## config.mk

```make
export PLATFORM = sky130hd
export DESIGN_NAME = param_queue
export DESIGN_NICKNAME = d
export VERILOG_FILES = /design/src/rtl/param_queue_pkg.sv /design/src/rtl/param_queue_wrap_counter.sv /design/src/rtl/param_queue.sv
export SDC_FILE = /design/constraint.sdc
export NUM_CORES = 1
export LEC_CHECK = 0
export BUFFER_PORTS_ARGS = -buffer_cell sky130_fd_sc_hd__buf_2
export CAP_MARGIN = 5
export CORE_UTILIZATION = 41
export CTS_BUF_LIST = sky130_fd_sc_hd__clkbuf_8
export DETAILED_ROUTE_END_ITERATION = 7
export PLACE_DENSITY = 0.66
export SLEW_MARGIN = 15
export SYNTH_ARGS = -nofsm -noshare
export SYNTH_HDL_FRONTEND = slang
export SYNTH_SLANG_ARGS = --single-unit
```

## constraint.sdc

```tcl
create_clock -name clk -period 2.1 [get_ports clk]
set_input_delay 0.105 -clock clk [delete_from_list [all_inputs] [get_ports clk]]
set_output_delay 0.105 -clock clk [all_outputs]
set_load 0.02 [all_outputs]
```

## src/rtl/param_queue_pkg.sv

```systemverilog
// rtl/param_queue_pkg.sv - shared widths, helpers and parameter checks for param_queue
package param_queue_pkg;

    // Per-cycle handshake decode shared by storage, pointer and occupancy logic.
    typedef struct packed {
        logic do_flow;
        logic fire_enq;
        logic fire_deq;
        logic do_enq;
        logic do_deq;
    } queue_ctrl_t;

    function automatic int clog2(input int value);
        int r;
        r = 0;
        while ((1 << r) < value) begin
            r = r + 1;
        end
        return r;
    endfunction

    // A single-entry queue still needs a one-bit pointer that is simply held at 0.
    function automatic int ptr_width(input int depth);
        return (clog2(depth) < 1) ? 1 : clog2(depth);
    endfunction

    function automatic int count_width(input int depth);
        return clog2(depth + 1);
    endfunction

    function automatic bit params_legal(input int width, input int depth);
        return (width >= 1) && (depth >= 1);
    endfunction

endpackage

```

## src/rtl/param_queue_wrap_counter.sv

```systemverilog
// rtl/param_queue_wrap_counter.sv - modulo-MODULUS pointer counter used for enq/deq pointers
module param_queue_wrap_counter #(
    parameter int W       = 1,
    parameter int MODULUS = 2
) (
    input  logic         clk,
    input  logic         reset,
    input  logic         inc,
    output logic [W-1:0] value
);

    // With MODULUS=1 the last index is 0, so the counter never leaves 0.
    localparam logic [W-1:0] LAST = W'(MODULUS - 1);

    always_ff @(posedge clk) begin
        if (reset) begin
            value <= '0;
        end else if (inc) begin
            value <= (value == LAST) ? '0 : value + W'(1);
        end
    end

endmodule

```

## src/rtl/param_queue.sv

```systemverilog
// rtl/param_queue.sv - parametrised ready/valid FIFO with optional pipe and flow modes
module param_queue
    import param_queue_pkg::*;
#(
    parameter int  WIDTH = 8,
    parameter int  DEPTH = 2,
    parameter int  PIPE  = 0,
    parameter int  FLOW  = 0,
    localparam int PW    = ptr_width(DEPTH),
    localparam int CW    = count_width(DEPTH)
) (
    input  logic             clk,
    input  logic             reset,
    input  logic             enq_valid,
    output logic             enq_ready,
    input  logic [WIDTH-1:0] enq_bits,
    output logic             deq_valid,
    input  logic             deq_ready,
    output logic [WIDTH-1:0] deq_bits,
    output logic [CW-1:0]    count
);

    generate
        if (!params_legal(WIDTH, DEPTH)) begin : g_illegal
            $error("param_queue: WIDTH and DEPTH must both be at least 1");
        end
    endgenerate

    localparam logic PIPE_EN = (PIPE != 0);
    localparam logic FLOW_EN = (FLOW != 0);

    logic [WIDTH-1:0] storage [DEPTH];
    logic [PW-1:0]    enq_ptr;
    logic [PW-1:0]    deq_ptr;
    logic             maybe_full;
    logic             ptr_match;
    logic             empty;
    logic             full;
    queue_ctrl_t      ctrl;
    logic [CW-1:0]    ptr_diff;

    assign ptr_match = (enq_ptr == deq_ptr);
    assign empty     = ptr_match & ~maybe_full;
    assign full      = ptr_match & maybe_full;

    assign enq_ready = ~full | (PIPE_EN & deq_ready);
    assign deq_valid = ~empty | (FLOW_EN & enq_valid);
    assign deq_bits  = (FLOW_EN & empty) ? enq_bits : storage[deq_ptr];

    // A flowed beat bypasses storage entirely, so it must not move either pointer.
    always_comb begin
        ctrl          = '0;
        ctrl.do_flow  = FLOW_EN & empty & deq_ready;
        ctrl.fire_enq = enq_valid & enq_ready;
        ctrl.fire_deq = deq_valid & deq_ready;
        ctrl.do_enq   = ctrl.fire_enq & ~ctrl.do_flow;
        ctrl.do_deq   = ctrl.fire_deq & ~ctrl.do_flow;
    end

    always_ff @(posedge clk) begin
        if (ctrl.do_enq) begin
            storage[enq_ptr] <= enq_bits;
        end
    end

    param_queue_wrap_counter #(
        .W       (PW),
        .MODULUS (DEPTH)
    ) u_enq_ptr (
        .clk   (clk),
        .reset (reset),
        .inc   (ctrl.do_enq),
        .value (enq_ptr)
    );

    param_queue_wrap_counter #(
        .W       (PW),
        .MODULUS (DEPTH)
    ) u_deq_ptr (
        .clk   (clk),
        .reset (reset),
        .inc   (ctrl.do_deq),
        .value (deq_ptr)
    );

    always_ff @(posedge clk) begin
        if (reset) begin
            maybe_full <= 1'b0;
        end else if (ctrl.do_enq != ctrl.do_deq) begin
            maybe_full <= ctrl.do_enq;
        end
    end

    // CW bits always hold 0..DEPTH, so the modular subtract plus wrap correction is exact.
    always_comb begin
        ptr_diff = CW'(enq_ptr) - CW'(deq_ptr);
        if (enq_ptr < deq_ptr) begin
            ptr_diff = ptr_diff + CW'(DEPTH);
        end
        if (ptr_match) begin
            count = maybe_full ? CW'(DEPTH) : '0;
        end else begin
            count = ptr_diff;
        end
    end

endmodule

```

==> metrics <==
outcome=complete, no violations; final-report hold violation count=0; Layout Area Growth over Synthesis=23.52%; largest family of logic cells by synthesized area=multiplexers; crit path max fanout=8; Clock Latency Late Sink=roughly 0.24 ns; vias=approximately 500; initial antenna violation count=0; Post-CTS Setup Repair Bufs=0; Syn Nets=66; gr usage total=roughly an eighth; Worst Path Required=roughly 2 ns; vias in the first global route=approximately 460; Slew headroom=75.60%; final setup violation count=0; post-synthesis compound-gate area fraction=6.070%; # nets final=95; crit-path cells=mux2_2, buf_2; layout cell share with drive strength beyond 1=a little over half; post-synth top area share=58.27%; first-pass GRT wire length=between 1500 and 2000 um; critical path's slowest cell=dfxtp_1; Core Region=between 0.0015 and 0.002 mm2; Leakage=~0.39 nW; final core utilization=56.53%; Max-Cap Viols=0; # IOs=24; chip height=46.85 um; total congestion overflow=0; register area share after synthesis=about two thirds; IO buf count=23; # rows=15; Iter 0 DRT Violations=5; # hold bufs at CTS=0; most frequent cells after synthesis=16 x edfxtp_1, 8 x mux2_2, 4 x dfxtp_1, 4 x nand2_1; cts bufs inserted=3; Buffers & Inverters on Critical Path=1; Fmax=approximately 700 MHz; clk_skew=~0.0036 ns; setup slack, reg-to-reg=0.80 ns; post-synthesis simple-gate area fraction=around a tenth; TritonRoute pass-1 iters=4; HPWL Detailed=934.4 um; Synth Cell Area=around 820 um2; Adder-Cell Fraction of Synth Area=0%; Main synth FF type=edfxtp_1; CP top delay family=flip-flops; max-slew violations=0; worst slew pin tran=0.3655 ns; Die ar.=0.002194 mm2; vias per cell=about 4.7; mux cell area share after synthesis=about 11%; CP arrival=1.32 ns; ANT nets after route=0; wirelength, routed=1256 um; Post-Layout Cell Count=around 110; Final GP Congestion=between 0.7 and 0.8; Clock Sinks=20; n_diodes=0; count leader, synth=edfxtp_1; cell area after placement=approximately 980 um2; XOR/XNOR Fraction of Synth Area=~2.0%; cell count after synthesis=54; Final Cell Area=between 0.001 and 0.0015 mm2; Tmin final=~1.4 ns; final setup margin=between 0.6 and 0.7 ns; worst slack, placed=0.8250 ns; max incr delay on CP=around 0.54 ns; die width=about 47 um; largest net degree at the start of global routing=11; HP Class=input port to register; RSZ-0062 raised after global routing=false; startpoint type of the worst setup path=register; setup TNS=0 ns; Yosys warning count=0; Async SR Flop Fraction=0%; Seq cells post-synth=20; worst vdd ir=approximately 460 uV; Hold Slack=roughly 0.047 ns; CTS clk-pin slew, worst paths=~0.060 ns; Synth area leaders=edfxtp_1 58%, mux2_2 11%, dfxtp_1 9.7%; CTS root buffer=clkbuf_8; DR DRC count=0; Worst setup EP type=output port; Mean Syn Cell Area=15.27 um2; TritonCTS clock tree=yes; CP Class=register to output port; Pwr Total=between 0.8 and 0.9 mW; number of synthesized flops with an enable pin=16; post-cts resize count=0; cell count after placement=just over 100; clock buffer depth=2; Tcrit/Tclk final=slightly below 70%; Wirelength per Cell=11.85 um; Netlist cell types=21; Yosys top cell by area=edfxtp_1; initial core utilization=between 40% and 50%; PwrDens=roughly 870 mW/mm2; total number of H-tree levels=1
## cell usage in the layout, fill, tap and decap left out
cell type and n:
o21a_1 1, a31oi_1 2, inv_2 2, nand2b_2 1, xnor2_2 1, and2_4 1
o21bai_1 1, and2_2 1, buf_2 23, clkbuf_8 3, or2b_1 1, nand2b_1 2
nor2_1 1, nor2b_1 2, nand2_1 4, dfxtp_1 4, a21oi_1 1, buf_4 3
mux2_2 8, edfxtp_1 16, a311oi_1 2, nor3b_1 1
## logic make-up after synthesis
kind of cell | after synthesis
multiplexers | 8
XOR/XNOR | 1
AO/OA/AOI/OAI | 7
flip-flops | 20
buffers and inverters | 4
AND/OR/NAND/NOR | 14
## worst reg2reg max path: cells and delay by family, from the launching register on
family | cells | cell delay (ns)
buffers and inverters | 1 | 0.20
AND/OR/NAND/NOR | 2 | 0.34
flip-flops | 1 | 0.47
## registers in the layout, indices dropped and copies added (netlist names), named ones only
| name | cells |
|---|---|
| maybe_full | 1 |
| storage | 16 |
| u_deq_ptr.value | 1 |
| u_enq_ptr.value | 1 |
## worst paths after layout
path / start / end / cells past startpoint
worst max-delay path: register / deq_bits[0] / 2
worst min-delay path: enq_bits[0] / storage[1][0] / 1
worst max register to register: u_deq_ptr.value / storage[0][6] / 3
worst min register to register: u_deq_ptr.value / u_enq_ptr.value / 2
## layer usage
metal	global-route usage, %	share of wire, %
met5	0	0
met4	6.857	0.80
met3	3.462	4.5
met2	20.83	48
met1	15.76	46
## cell type report
cell class / count / area [um2]
fill: 174 / 783.3
sequential: 20 / 560.5
multi-input combinational: 30 / 240.2
timing repair buffer: 26 / 137.6
clock buffer: 3 / 41.29
tap: 25 / 31.28
inverter: 2 / 7.507
## power breakdown
group / switching [mW] / internal (mW) / leakage (nW) / total (mW)
combinational: 0.0920 / 0.0775 / 0.191 / 0.169
sequential: 0.0223 / 0.459 / 0.182 / 0.482
clock: 0.105 / 0.127 / 0.0216 / 0.232
total: 0.219 / 0.664 / 0.395 / 0.883
(Power assumes the default switching activity.)
